File: src/rtl/write_back_stage_if.sv
// MEM/WB-side bundle for the write-back stage: pipeline inputs, register-file
// write and bypass outputs, counter read port and fault status.
interface write_back_stage_if;
  logic        MEM_WB_valid;
  logic [4:0]  MEM_WB_RD;
  logic        MEM_WB_regwrite_en;
  logic        MEM_WB_wb_sel;
  logic [31:0] MEM_WB_ALU_OUT;
  logic [31:0] MEM_WB_LOAD_ALU_OUT;
  logic [2:0]  MEM_WB_funct3;

  logic        WB_ID_regwrite;
  logic [31:0] WB_ID_WD;
  logic [4:0]  WB_ID_RDW_addr;

  logic        WB_BYP_valid;
  logic [31:0] WB_BYP_WD;
  logic [4:0]  WB_BYP_RD;

  logic        ctr_rd;
  logic [1:0]  ctr_sel;
  logic [31:0] ctr_rdata;
  logic        ctr_rvalid;

  // Debug preload of a counter (sel 0 = cycle, 1 = instret), used to reach wrap points quickly
  logic        ctr_load;
  logic        ctr_load_sel;
  logic [63:0] ctr_load_data;

  logic        load_fault;
  logic        fault_clr;

  modport master (
    output MEM_WB_valid, MEM_WB_RD, MEM_WB_regwrite_en, MEM_WB_wb_sel,
           MEM_WB_ALU_OUT, MEM_WB_LOAD_ALU_OUT, MEM_WB_funct3,
           ctr_rd, ctr_sel, ctr_load, ctr_load_sel, ctr_load_data, fault_clr,
    input  WB_ID_regwrite, WB_ID_WD, WB_ID_RDW_addr,
           WB_BYP_valid, WB_BYP_WD, WB_BYP_RD,
           ctr_rdata, ctr_rvalid, load_fault
  );

  modport slave (
    input  MEM_WB_valid, MEM_WB_RD, MEM_WB_regwrite_en, MEM_WB_wb_sel,
           MEM_WB_ALU_OUT, MEM_WB_LOAD_ALU_OUT, MEM_WB_funct3,
           ctr_rd, ctr_sel, ctr_load, ctr_load_sel, ctr_load_data, fault_clr,
    output WB_ID_regwrite, WB_ID_WD, WB_ID_RDW_addr,
           WB_BYP_valid, WB_BYP_WD, WB_BYP_RD,
           ctr_rdata, ctr_rvalid, load_fault
  );
endinterface

File: src/rtl/write_back_stage.sv
// Write-back stage: load extraction and alignment checking, register-file write,
// one-cycle-late bypass, cycle/instret counters with hi-word snapshots, sticky fault.
module write_back_stage (
  input  logic              clk,
  input  logic              rst,
  write_back_stage_if.slave wb
);

  logic [1:0]  off;
  logic [31:0] word;
  logic [7:0]  byteSel;
  logic [15:0] halfSel;
  logic [31:0] loadData;
  logic [31:0] selData;
  logic        loadFault;
  logic        fault;
  logic        commit;
  logic        retire;
  logic [31:0] wdOut;
  logic [4:0]  rdOut;

  logic        bypValid_q, bypValid_d;
  logic [31:0] bypWd_q, bypWd_d;
  logic [4:0]  bypRd_q, bypRd_d;
  logic [63:0] cycleCount_q, cycleCount_d;
  logic [63:0] instretCount_q, instretCount_d;
  logic [31:0] cycleSnap_q, cycleSnap_d;
  logic [31:0] instretSnap_q, instretSnap_d;
  logic [31:0] ctrRdata_q, ctrRdata_d;
  logic        ctrRvalid_q, ctrRvalid_d;
  logic        faultFlag_q, faultFlag_d;

  // Load extraction from the aligned memory word and misalignment/illegal-width detection
  always_comb begin
    off      = wb.MEM_WB_ALU_OUT[1:0];
    word     = wb.MEM_WB_LOAD_ALU_OUT;
    byteSel  = 8'h00;
    unique case (off)
      2'd0:    byteSel = word[7:0];
      2'd1:    byteSel = word[15:8];
      2'd2:    byteSel = word[23:16];
      default: byteSel = word[31:24];
    endcase
    halfSel  = off[1] ? word[31:16] : word[15:0];
    loadData  = 32'h0;
    loadFault = 1'b0;
    unique case (wb.MEM_WB_funct3)
      3'b000: loadData = {{24{byteSel[7]}}, byteSel};
      3'b100: loadData = {24'h0, byteSel};
      3'b001: begin
        loadData  = {{16{halfSel[15]}}, halfSel};
        loadFault = off[0];
      end
      3'b101: begin
        loadData  = {16'h0, halfSel};
        loadFault = off[0];
      end
      3'b010: begin
        loadData  = word;
        loadFault = (off != 2'b00);
      end
      default: loadFault = 1'b1;
    endcase
    loadFault = loadFault & wb.MEM_WB_wb_sel;
    selData   = wb.MEM_WB_wb_sel ? loadData : wb.MEM_WB_ALU_OUT;
  end

  always_comb begin
    fault  = wb.MEM_WB_valid & loadFault;
    retire = wb.MEM_WB_valid & ~loadFault;
    commit = ~rst & retire & wb.MEM_WB_regwrite_en & (wb.MEM_WB_RD != 5'd0);
    wdOut  = commit ? selData : 32'h0;
    rdOut  = commit ? wb.MEM_WB_RD : 5'd0;
  end

  assign wb.WB_ID_regwrite = commit;
  assign wb.WB_ID_WD       = wdOut;
  assign wb.WB_ID_RDW_addr = rdOut;

  // Next-state for bypass, counters, snapshots and the sticky fault flag
  always_comb begin
    bypValid_d = commit;
    bypWd_d    = wdOut;
    bypRd_d    = rdOut;

    cycleCount_d = cycleCount_q + 64'd1;
    if (wb.ctr_load && !wb.ctr_load_sel) cycleCount_d = wb.ctr_load_data;

    instretCount_d = retire ? instretCount_q + 64'd1 : instretCount_q;
    if (wb.ctr_load && wb.ctr_load_sel) instretCount_d = wb.ctr_load_data;

    cycleSnap_d   = cycleSnap_q;
    instretSnap_d = instretSnap_q;
    ctrRdata_d    = ctrRdata_q;
    ctrRvalid_d   = wb.ctr_rd;
    if (wb.ctr_rd) begin
      unique case (wb.ctr_sel)
        2'b00: begin
          ctrRdata_d  = cycleCount_q[31:0];
          cycleSnap_d = cycleCount_q[63:32];
        end
        2'b01: ctrRdata_d = cycleSnap_q;
        2'b10: begin
          ctrRdata_d    = instretCount_q[31:0];
          instretSnap_d = instretCount_q[63:32];
        end
        default: ctrRdata_d = instretSnap_q;
      endcase
    end

    // A new fault takes priority over a simultaneous clear
    faultFlag_d = faultFlag_q;
    if (fault)             faultFlag_d = 1'b1;
    else if (wb.fault_clr) faultFlag_d = 1'b0;
  end

  always_ff @(posedge clk) begin
    if (rst) begin
      bypValid_q     <= 1'b0;
      bypWd_q        <= 32'h0;
      bypRd_q        <= 5'd0;
      cycleCount_q   <= 64'd0;
      instretCount_q <= 64'd0;
      cycleSnap_q    <= 32'h0;
      instretSnap_q  <= 32'h0;
      ctrRdata_q     <= 32'h0;
      ctrRvalid_q    <= 1'b0;
      faultFlag_q    <= 1'b0;
    end else begin
      bypValid_q     <= bypValid_d;
      bypWd_q        <= bypWd_d;
      bypRd_q        <= bypRd_d;
      cycleCount_q   <= cycleCount_d;
      instretCount_q <= instretCount_d;
      cycleSnap_q    <= cycleSnap_d;
      instretSnap_q  <= instretSnap_d;
      ctrRdata_q     <= ctrRdata_d;
      ctrRvalid_q    <= ctrRvalid_d;
      faultFlag_q    <= faultFlag_d;
    end
  end

  assign wb.WB_BYP_valid = bypValid_q;
  assign wb.WB_BYP_WD    = bypWd_q;
  assign wb.WB_BYP_RD    = bypRd_q;
  assign wb.ctr_rdata    = ctrRdata_q;
  assign wb.ctr_rvalid   = ctrRvalid_q;
  assign wb.load_fault   = faultFlag_q;

endmodule
File: src/flat_wrapper.sv
// flat-port wrapper written by rule: the top's interface ports become plain ports
module write_back_stage_flat 
  (clk, rst, wb_MEM_WB_valid, wb_MEM_WB_RD, wb_MEM_WB_regwrite_en, wb_MEM_WB_wb_sel, wb_MEM_WB_ALU_OUT, wb_MEM_WB_LOAD_ALU_OUT, wb_MEM_WB_funct3, wb_ctr_rd, wb_ctr_sel, wb_ctr_load, wb_ctr_load_sel, wb_ctr_load_data, wb_fault_clr, wb_WB_ID_regwrite, wb_WB_ID_WD, wb_WB_ID_RDW_addr, wb_WB_BYP_valid, wb_WB_BYP_WD, wb_WB_BYP_RD, wb_ctr_rdata, wb_ctr_rvalid, wb_load_fault);
  write_back_stage_if wb_i ();
  input  logic clk;
  input  logic rst;
  input wire logic [$bits(wb_i.MEM_WB_valid)-1:0] wb_MEM_WB_valid;
  input wire logic [$bits(wb_i.MEM_WB_RD)-1:0] wb_MEM_WB_RD;
  input wire logic [$bits(wb_i.MEM_WB_regwrite_en)-1:0] wb_MEM_WB_regwrite_en;
  input wire logic [$bits(wb_i.MEM_WB_wb_sel)-1:0] wb_MEM_WB_wb_sel;
  input wire logic [$bits(wb_i.MEM_WB_ALU_OUT)-1:0] wb_MEM_WB_ALU_OUT;
  input wire logic [$bits(wb_i.MEM_WB_LOAD_ALU_OUT)-1:0] wb_MEM_WB_LOAD_ALU_OUT;
  input wire logic [$bits(wb_i.MEM_WB_funct3)-1:0] wb_MEM_WB_funct3;
  input wire logic [$bits(wb_i.ctr_rd)-1:0] wb_ctr_rd;
  input wire logic [$bits(wb_i.ctr_sel)-1:0] wb_ctr_sel;
  input wire logic [$bits(wb_i.ctr_load)-1:0] wb_ctr_load;
  input wire logic [$bits(wb_i.ctr_load_sel)-1:0] wb_ctr_load_sel;
  input wire logic [$bits(wb_i.ctr_load_data)-1:0] wb_ctr_load_data;
  input wire logic [$bits(wb_i.fault_clr)-1:0] wb_fault_clr;
  output wire logic [$bits(wb_i.WB_ID_regwrite)-1:0] wb_WB_ID_regwrite;
  output wire logic [$bits(wb_i.WB_ID_WD)-1:0] wb_WB_ID_WD;
  output wire logic [$bits(wb_i.WB_ID_RDW_addr)-1:0] wb_WB_ID_RDW_addr;
  output wire logic [$bits(wb_i.WB_BYP_valid)-1:0] wb_WB_BYP_valid;
  output wire logic [$bits(wb_i.WB_BYP_WD)-1:0] wb_WB_BYP_WD;
  output wire logic [$bits(wb_i.WB_BYP_RD)-1:0] wb_WB_BYP_RD;
  output wire logic [$bits(wb_i.ctr_rdata)-1:0] wb_ctr_rdata;
  output wire logic [$bits(wb_i.ctr_rvalid)-1:0] wb_ctr_rvalid;
  output wire logic [$bits(wb_i.load_fault)-1:0] wb_load_fault;
  assign wb_i.MEM_WB_valid = wb_MEM_WB_valid;
  assign wb_i.MEM_WB_RD = wb_MEM_WB_RD;
  assign wb_i.MEM_WB_regwrite_en = wb_MEM_WB_regwrite_en;
  assign wb_i.MEM_WB_wb_sel = wb_MEM_WB_wb_sel;
  assign wb_i.MEM_WB_ALU_OUT = wb_MEM_WB_ALU_OUT;
  assign wb_i.MEM_WB_LOAD_ALU_OUT = wb_MEM_WB_LOAD_ALU_OUT;
  assign wb_i.MEM_WB_funct3 = wb_MEM_WB_funct3;
  assign wb_i.ctr_rd = wb_ctr_rd;
  assign wb_i.ctr_sel = wb_ctr_sel;
  assign wb_i.ctr_load = wb_ctr_load;
  assign wb_i.ctr_load_sel = wb_ctr_load_sel;
  assign wb_i.ctr_load_data = wb_ctr_load_data;
  assign wb_i.fault_clr = wb_fault_clr;
  assign wb_WB_ID_regwrite = wb_i.WB_ID_regwrite;
  assign wb_WB_ID_WD = wb_i.WB_ID_WD;
  assign wb_WB_ID_RDW_addr = wb_i.WB_ID_RDW_addr;
  assign wb_WB_BYP_valid = wb_i.WB_BYP_valid;
  assign wb_WB_BYP_WD = wb_i.WB_BYP_WD;
  assign wb_WB_BYP_RD = wb_i.WB_BYP_RD;
  assign wb_ctr_rdata = wb_i.ctr_rdata;
  assign wb_ctr_rvalid = wb_i.ctr_rvalid;
  assign wb_load_fault = wb_i.load_fault;
  write_back_stage u_core (.clk(clk), .rst(rst), .wb(wb_i));
endmodule
File: config.mk
export PLATFORM = sky130hd
export DESIGN_NAME = write_back_stage_flat
export DESIGN_NICKNAME = d
export VERILOG_FILES = /design/src/rtl/write_back_stage_if.sv /design/src/rtl/write_back_stage.sv /design/src/flat_wrapper.sv
export SDC_FILE = /design/constraint.sdc
export NUM_CORES = 1
export LEC_CHECK = 0
export BUFFER_PORTS_ARGS = -buffer_cell sky130_fd_sc_hd__buf_2
export CORE_MARGIN = 2
export CORE_UTILIZATION = 45
export DETAILED_ROUTE_END_ITERATION = 16
export PLACE_DENSITY = 0.63
export SLEW_MARGIN = 30
export SYNTH_ARGS = -nofsm -noshare
export SYNTH_HDL_FRONTEND = slang
export SYNTH_SLANG_ARGS = --single-unit
File: constraint.sdc
create_clock -name clk -period 6.5 [get_ports clk]
set_input_delay 1.625 -clock clk [delete_from_list [all_inputs] [get_ports clk]]
set_output_delay 1.625 -clock clk [all_outputs]
set_load 0.05 [all_outputs]
== Yosys cells after proc, flatten, opt, wreduce, memory -nomap -nowiden ==
Cells that the tools add are included.

* Bits in registers: 264
* Input bits: 147
* Output and inout bits: 110
* Logic and storage cells: 55

* Add/subtract/negate cells: 2
* Equal/unequal tests: 8
* Muxes and demuxes: 13
* Bitwise logic cells: 8
* Reductions and logical operators: 14

{| class="wikitable"
|+ Operators with widths
! operator !! count
|-
| $mux W64 || 3
|-
| $pmux W32 S5 || 1
|-
| $add A64 B1 Y64 const B || 2
|-
| $pmux W32 S3 || 1
|-
| $mux W32 || 2
|-
| $pmux W8 S3 || 1
|-
| $mux W16 || 1
|-
| $and A1 B1 Y1 || 6
|-
| $eq A3 B3 Y1 const B || 2
|-
| $reduce_bool A2 Y1 || 3
|-
| $mux W5 || 1
|-
| $reduce_bool A5 Y1 || 1
|-
| $eq A2 B1 Y1 const B || 2
|-
| $eq A2 B2 Y1 const B || 2
|-
| $logic_not A2 Y1 || 2
|-
| $reduce_and A2 Y1 || 2
|-
| $reduce_or A2 Y1 || 2
|-
| $eq A3 B1 Y1 const B || 1
|-
| $eq A3 B2 Y1 const B || 1
|-
| $logic_not A3 Y1 || 1
|-
| $pmux W1 S3 || 1
|-
| $logic_and A1 B1 Y1 || 2
|-
| $mux W1 || 2
|-
| $not A1 Y1 || 2
|-
| $logic_not A1 Y1 || 1
|}

== Longest topological paths before layout ==
Gate-level depths: netlist of run 1.

* Depth after elaboration: 10
* Depth in mapped cells: 9
* Gate-level depth less buffers: 6

== Worst setup path before layout of run 1 ==
No wires, ideal clock.

* Kind: input to output
* Start point: in wb_MEM_WB_funct3[1]
* End point: out wb_WB_ID_WD[10]
* Arrival time: 4,043 ps
* Data required time: 4,875 ps
* Path slack: 832 ps
* Cell stages on the path: 9
* Path buffers: 4
* Cell sequence: clkbuf_1 o211ai_1 and3_1 clkbuf_1 o2111ai_1 inv_1 clkbuf_1 clkbuf_1 o21a_1

* Word-level cells in the longest chain between the ends: 10
* Elaborated cells on any way between the ends: 17
* Classes of those cells: eq/ne: 4; mux: 4; bitwise: 6; reduce/logical: 3

{| class="wikitable"
|+ Ends and longest elaborated chain
! element !! line !! text
|-
| start: declaration || flat_wrapper.sv:13 || <nowiki>input wire logic [$bits(wb_i.MEM_WB_funct3)-1:0] wb_MEM_WB_funct3;</nowiki>
|-
| $eq A3 B1 Y1 (tied with other cells) || write_back_stage.sv:47 || <nowiki>unique case (wb.MEM_WB_funct3)</nowiki>
|-
| $reduce_or A2 Y1 (no source line) || -- ||
|-
| $pmux W1 S3 (*) || write_back_stage.sv:47 ||
|-
| $and A1 B1 Y1 (*) || write_back_stage.sv:64 || <nowiki>loadFault = loadFault & wb.MEM_WB_wb_sel;</nowiki>
|-
| $not A1 Y1 (*) || write_back_stage.sv:70 || <nowiki>retire = wb.MEM_WB_valid & ~loadFault;</nowiki>
|-
| $and A1 B1 Y1 (*) || write_back_stage.sv:70 ||
|-
| $and A1 B1 Y1 (*) (3 in series) || write_back_stage.sv:71 || <nowiki>commit = ~rst & retire & wb.MEM_WB_regwrite_en & (wb.MEM_WB_RD != 5'd0);</nowiki>
|-
| named net wb_WB_ID_regwrite || flat_wrapper.sv:20 || <nowiki>output wire logic [$bits(wb_i.WB_ID_regwrite)-1:0] wb_WB_ID_regwrite;</nowiki>
|-
| $mux W32 (*) || write_back_stage.sv:72 || <nowiki>wdOut = commit ? selData : 32'h0;</nowiki>
|-
| end: declaration || flat_wrapper.sv:21 || <nowiki>output wire logic [$bits(wb_i.WB_ID_WD)-1:0] wb_WB_ID_WD;</nowiki>
|}

The timed path passes the listed nets; every way through them passes the cells marked *.

== Final worst setup path of run 1 ==
* Start point: in wb_MEM_WB_ALU_OUT[0]
* End point: out wb_WB_ID_WD[0]

* Word-level cells in the longest chain between the ends: 9
* Elaborated cells on any way between the ends: 15
* Classes of those cells: eq/ne: 2; mux: 5; bitwise: 6; reduce/logical: 2

{| class="wikitable"
|+ Ends and longest elaborated chain
! element !! line !! text
|-
| start: declaration || flat_wrapper.sv:11 || <nowiki>input wire logic [$bits(wb_i.MEM_WB_ALU_OUT)-1:0] wb_MEM_WB_ALU_OUT;</nowiki>
|-
| $reduce_bool A2 Y1 || write_back_stage.sv:60 || <nowiki>loadFault = (off != 2'b00);</nowiki>
|-
| $pmux W1 S3 || write_back_stage.sv:47 ||
|-
| $and A1 B1 Y1 || write_back_stage.sv:64 ||
|-
| $not A1 Y1 || write_back_stage.sv:70 ||
|-
| $and A1 B1 Y1 || write_back_stage.sv:70 ||
|-
| $and A1 B1 Y1 (3 in series) || write_back_stage.sv:71 ||
|-
| $mux W32 (*) || write_back_stage.sv:72 ||
|}

Mark *: on every way between the ends. The rest lies on a longest branch, timed or not.

==> out/results.tsv, run 1 <==
stage	metric	value	unit
routing	via count	13398	
synth	Syn Inst Count	1641	
setup_path	cell family with most CP delay	buffers and inverters	
sta	Fmax	0.182	GHz
sta	Slew headroom	0.397	
routing	Iteration-0 DRC Markers	1140	
setup_path	CP Launch Type	primary input	
synth	syn_nets	1790	
power_and_ir_drop	maximum vdd drop	0.000205	V
cts	CTS root buf	clkbuf_16	
setup_path	Max stage delay on crit path	0.67	ns
cts	Reg clk slew, reported paths	0.06	ns
setup_path	Worst Path Required	4.88	ns
finish	Layout area overhead	17.9	%
synth	Avg Cell Area, Syn	8.26	µm²
place	# port buffers	256	
power_and_ir_drop	P per Cell Area	248	nW/µm²
global_route	GR Overflow Total	0	
synth	EDFF count, synth	0	
sta	worst slew pin tran	0.902	ns
synth	mapped cell area	13600	µm²
sta	fin. max-slew vios	0	
routing	Post-Route WL	47400	µm
floorplan	# rows	63	
cts	Post-CTS Setup Repair Bufs	0	
floorplan	area of the core	29600	µm²
cts	clock buffer depth	3	
synth	Distinct cells, synth	56	
setup_path	CP bufs+invs	3	
outcome	status	finished, final reports clean	
sta	Final TNS setup	0	ns
min_path	Hold Crit Class	reg -> reg	
global_route	GRT Util Overall	0.296	
setup_path	Crit-path slowest cell	inv_1	
power_and_ir_drop	Leakage	0.00587	µW
synth	Synth top cells by count	dfxtp_1 (264), nand2_1 (200), a21oi_1 (180)	
routing	drt wl/cell	21.3	µm
synth	Warnings, synthesis	0	
floorplan	DIE HEIGHT	178	µm
global_route	first-pass GRT wire length	72700	µm
sta	Max Clock Skew	0.0123	ns
sta	RSZ-0062 raised after global routing	no	
routing	DR vias/cell	6.03	
cts	CTS tree	built	
finish	Fill cells	2839	
sta	fin crit period	5.49	ns
sta	fin crit share	0.844	
cts	Hold-fix buffers, CTS	0	
cts	# resized after CTS	0	
synth	Top FF cell, synth	dfxtp_1	
cts	H-tree depth	1	
routing	DRC viols	0	
global_route	largest net degree at the start of global routing	109	
job	max-cap viol count	0	
setup_path	CP arrival	3.86	ns
synth	Seq cells post-synth	264	
floorplan	Boundary Pins	257	
setup_path	Most common cell on crit path	buf_2	
synth	Seq/Total Area, Yosys	0.390	
place	placement-stage worst setup slack	1.04	ns
synth	Async SR Flop Fraction	0	
cts	CTS buffer count	29	
global_route	initial antenna violation count	8	
sta	Final Worst Setup Slack	1.01	ns
setup_path	critical path capture point type	output port	
synth	synth top area cells	dfxtp_1 (39%), a21oi_1 (6.6%), mux4_2 (6.6%)	
synth	Yosys top cell area share	0.390	
cts	# clock sinks	264	
finish	Nets	1958	
floorplan	die footprint	31500	µm²
sta	Fin. Hold Viols	0	
setup_path	crit-path max FO	39	
sta	setup violators final	0	
synth	cell with the most instances after synthesis	dfxtp_1	
floorplan	initial core utilization	0.457	
setup_path	critical path class	in -> out	
global_route	vias in the first global route	12516	
synth	leading area contributor after synthesis	dfxtp_1	
place	dpl hpwl	34400	µm
routing	remaining antenna violation count after routing	0	
setup_path	crit-path cells	buf_2, o311ai_1, and3_1, o2111ai_2, inv_1, and2_1, buf_2	
cts	clk_lat worst skew	0.56	ns
place	Placer Congestion	0.896	
routing	Pre-antenna DRT Iters	5	
finish	share of cells above drive strength 1	0.208	
floorplan	Die Width	178	µm
## registers in the layout (all words and copies together), names as in the netlist
| register | count |
|---|---|
| u_core.wb.ctr_rvalid | 1 |
| u_core.cycleSnap_q | 32 |
| u_core.cycleCount_q | 64 |
| u_core.instretCount_q | 64 |
| u_core.instretSnap_q | 32 |
| u_core.wb.WB_BYP_RD | 5 |
| u_core.wb.WB_BYP_WD | 32 |
| u_core.wb.load_fault | 1 |
| u_core.wb.WB_BYP_valid | 1 |
| u_core.wb.ctr_rdata | 32 |
## kinds of logic after synthesis
| logic type | count (synthesis) | synth area share |
|---|---|---|
| AO/OA/AOI/OAI | 414 | 0.179 |
| adder cells (fa/ha/maj) | 2 | 0.00185 |
| multiplexers | 76 | 0.0931 |
| flip-flops | 264 | 0.390 |
| XOR/XNOR | 74 | 0.0478 |
| AND/OR/NAND/NOR | 644 | 0.242 |
| buffers and inverters | 167 | 0.0472 |
## layout make-up
class,count,area (µm²),share of cell area
antenna,3,7.51,0.000470
multi-input combinational,1210,7670,0.480
inverter,27,101,0.00634
sequential,264,5290,0.331
clock inverter,14,155,0.00971
timing repair buffer,277,1450,0.0907
clock buffer,38,820,0.0513
tap,390,488,0.0305
## metal layers
metal  share of wire  GRT usage  up-vias  wire length [µm]
met4           0.033     0.0943        8              1580
met2            0.46      0.484      588             21700
li1                -          -     6338                 -
met5          0.0011          0        -                54
met1            0.42      0.391     6375             19900
met3           0.087     0.0585       89              4130
## through the flow
stage / power, µW / hold slack (ns) / cells / utilization / instance area (µm²)
global route: 4100 / 0.464 / 2220 / 0.539 / 16000
detailed placement: 2280 / 0.444 / 2168 / 0.506 / 15000
floorplan: 2110 / 0.433 / 1641 / - / 13600
CTS: 3980 / 0.452 / 2220 / 0.539 / 16000
finish: 3960 / 0.452 / 2223 / 0.539 / 16000
global placement: 2280 / 0.442 / 2168 / 0.505 / 15000
## where the power goes
group / total [µW] / switching [µW] / internal, µW
Sequential: 1780 / 89.1 / 1690
Combinational: 476 / 296 / 179
Clock: 1700 / 701 / 1000
Total: 3960 / 1090 / 2870
## worst register-to-register path: stages (launching register included)
cell	delay, ns
dfxtp_1	0.48
nand4_1	0.24
or4_2	1.09
or4b_4	0.76
or4_1	0.54
nand3_1	0.09
## cells in the final DEF, fill, tap and decap left out, types with 7 or more instances in the layout
master and instances:
a211oi_1 30, a21oi_1 180, a222oi_1 7, a22oi_1 9, a31oi_1 15, and2_1 30
and3_1 15, and4_1 23, buf_2 255, buf_4 20, clkbuf_16 29, clkinv_2 8
dfxtp_1 264, inv_1 26, mux2i_1 35, mux4_2 40, nand2_1 199, nand3_1 61
nand4_1 45, nor2_1 93, nor2b_1 26, nor3_1 54, nor4_1 43, o21a_1 18
o21ai_0 106, o22ai_1 7, o31a_1 7, o31ai_1 12, or3_1 9, or4_1 20
xnor2_1 57, xor2_1 17
## final timing paths
kind         cells after the start              startpoint                      end  slack [ns]
max reg2reg                      5  u_core.cycleCount_q[9]  u_core.cycleCount_q[56]        3.24
min                              2   u_core.cycleSnap_q[1]    u_core.cycleSnap_q[1]        0.45
min reg2reg                      2   u_core.cycleSnap_q[1]    u_core.cycleSnap_q[1]        0.45
max                              7    wb_MEM_WB_ALU_OUT[0]           wb_WB_ID_WD[0]        1.01
Note: power is estimated with default switching activity, not from simulation.
==> run 2: changes to the inputs <==
==> constraint.sdc (replaced) <==
create_clock -name clk -period 5.4 [get_ports clk]
set_input_delay 1.35 -clock clk [delete_from_list [all_inputs] [get_ports clk]]
set_output_delay 1.35 -clock clk [all_outputs]
set_load 0.05 [all_outputs]
==> run 2 against run 1 <==
  * Worst hold slack hardly changed
  * Combinational power is 20% higher
  * Clock skew is 0.010 ns higher
  * Critical path type unchanged
==> out/results.tsv, run 2 (synthesized netlist as in run 1, its figures left out) <==
stage	metric	value	unit
global_route	GR Overflow Total	0	
place	dpl hpwl	34300	µm
global_route	GRT Util Overall	0.294	
cts	Hold-fix buffers, CTS	0	
routing	Pre-antenna DRT Iters	7	
cts	# clock sinks	264	
power_and_ir_drop	P per Cell Area	299	nW/µm²
finish	most common cell after layout, fill and taps aside	dfxtp_1	
floorplan	Boundary Pins	257	
sta	fin crit share	0.888	
global_route	vias in the first global route	12511	
cts	H-tree depth	1	
routing	remaining antenna violation count after routing	0	
sta	worst slew pin tran	0.973	ns
power_and_ir_drop	Clk pwr share	0.434	
floorplan	initial core utilization	0.457	
routing	Iteration-0 DRC Markers	1322	
floorplan	# rows	63	
sta	Final Worst Setup Slack	0.604	ns
place	# port buffers	256	
setup_path	CP Launch Type	primary input	
routing	via count	13289	
finish	share of cells above drive strength 1	0.208	
floorplan	DIE HEIGHT	178	µm
finish	Fill cells	2827	
sta	Slew headroom	0.351	
cts	# resized after CTS	0	
job	max-cap viol count	0	
cts	clock buffer depth	3	
cts	Post-CTS Setup Repair Bufs	0	
routing	drt wl/cell	21.1	µm
power_and_ir_drop	Leakage	0.00591	µW
power_and_ir_drop	NetSw	1310	µW
floorplan	Die Width	178	µm
min_path	Hold Crit Class	reg -> reg	
power_and_ir_drop	maximum vdd drop	0.000240	V
sta	Max Clock Skew	0.0226	ns
sta	fin. max-slew vios	0	
setup_path	Worst Path Required	4.05	ns
finish	Layout area overhead	18.3	%
sta	Fmax	0.209	GHz
sta	Fin. Hold Viols	0	
power_and_ir_drop	switch share	0.273	
cts	CTS buffer count	30	
routing	metal3 WL	4070	µm
routing	M1 wire length	19700	µm
place	Placer Congestion	0.908	
sta	Final TNS setup	0	ns
routing	DR vias/cell	5.96	
cts	CTS tree	built	
setup_path	critical path capture point type	output port	
cts	clk_lat worst skew	0.57	ns
place	placement-stage worst setup slack	0.612	ns
cts	CTS root buf	clkbuf_16	
global_route	initial antenna violation count	6	
routing	Post-Route WL	47000	µm
power_and_ir_drop	Int Pwr	3490	µW
setup_path	critical path class	in -> out	
outcome	status	finished, final reports clean	
power_and_ir_drop	combinational share of power	0.119	
setup_path	crit-path max FO	36	
finish	most frequent cells in the layout	dfxtp_1 (264), buf_2 (254), nand2_1 (199)	
routing	highest metal used	met5	
finish	biggest registers after layout	u_core.cycleCount_q x64, u_core.instretCount_q x64	
routing	met2 routed wirelength	21500	µm
power_and_ir_drop	register share of total power	0.447	
sta	setup violators final	0	
finish	Nets	1963	
floorplan	area of the core	29600	µm²
floorplan	die footprint	31500	µm²
sta	fin crit period	4.80	ns
cts	Reg clk slew, reported paths	0.05	ns
global_route	largest net degree at the start of global routing	109	
sta	RSZ-0062 raised after global routing	no	
routing	DRC viols	0	
global_route	first-pass GRT wire length	72700	µm
setup_path	CP arrival	3.45	ns
run 2: worst paths after layout:
check / endpoint / depth (start not counted) / slack (ns) / from
worst max-delay path: wb_WB_ID_WD[16] / 7 / 0.60 / wb_MEM_WB_ALU_OUT[0]
worst min-delay path: u_core.instretSnap_q[0] / 2 / 0.45 / u_core.instretSnap_q[0]
worst max register to register: u_core.instretCount_q[62] / 6 / 2.14 / u_core.instretCount_q[0]
worst min register to register: u_core.instretSnap_q[0] / 2 / 0.45 / u_core.instretSnap_q[0]
run 2: per-stage QoR:
stage | area (µm²) | utilization | total power, µW | hold WS [ns] | cells
finish | 16000 | 0.541 | 4790 | 0.452 | 2228
global route | 16000 | 0.541 | 4960 | 0.466 | 2226
CTS | 16000 | 0.541 | 4810 | 0.455 | 2226
detailed placement | 15000 | 0.507 | 2750 | 0.447 | 2172
global placement | 15000 | 0.507 | 2740 | 0.443 | 2172
floorplan | 13600 | - | 2530 | 0.433 | 1641
run 2: routing by layer:
metal	global-route usage	up-vias
li1	-	6332
met1	0.387	6286
met2	0.478	566
met3	0.0643	99
met4	0.0980	6
met5	0	-
run 2: layout make-up:
type / count / area, µm² / area share
Clock buffer: 46 / 901 / 0.0561
Antenna cell: 2 / 5.00 / 0.000312
Tap cell: 390 / 488 / 0.0304
Timing Repair Buffer: 281 / 1490 / 0.0931
Sequential cell: 264 / 5290 / 0.329
Clock inverter: 8 / 101 / 0.00632
Inverter: 27 / 101 / 0.00632
Multi-Input combinational cell: 1210 / 7670 / 0.478
run 2: power groups by stage:
stage	Combinational, µW	Sequential (µW)	Clock [µW]
6_report	572	2140	2080
5_1_grt	621	2150	2190
4_1_cts	569	2140	2110
3_5_place_dp	567	2180	0
3_3_place_gp	561	2180	0
2_1_floorplan	344	2190	0
run 2: worst max-delay path: stages:
cell and delay [ns]:
buf_2 0.21, o311ai_1 0.43, and3_1 0.28, o2111ai_2 0.17, buf_4 0.28, a21oi_1 0.37
buf_2 0.34
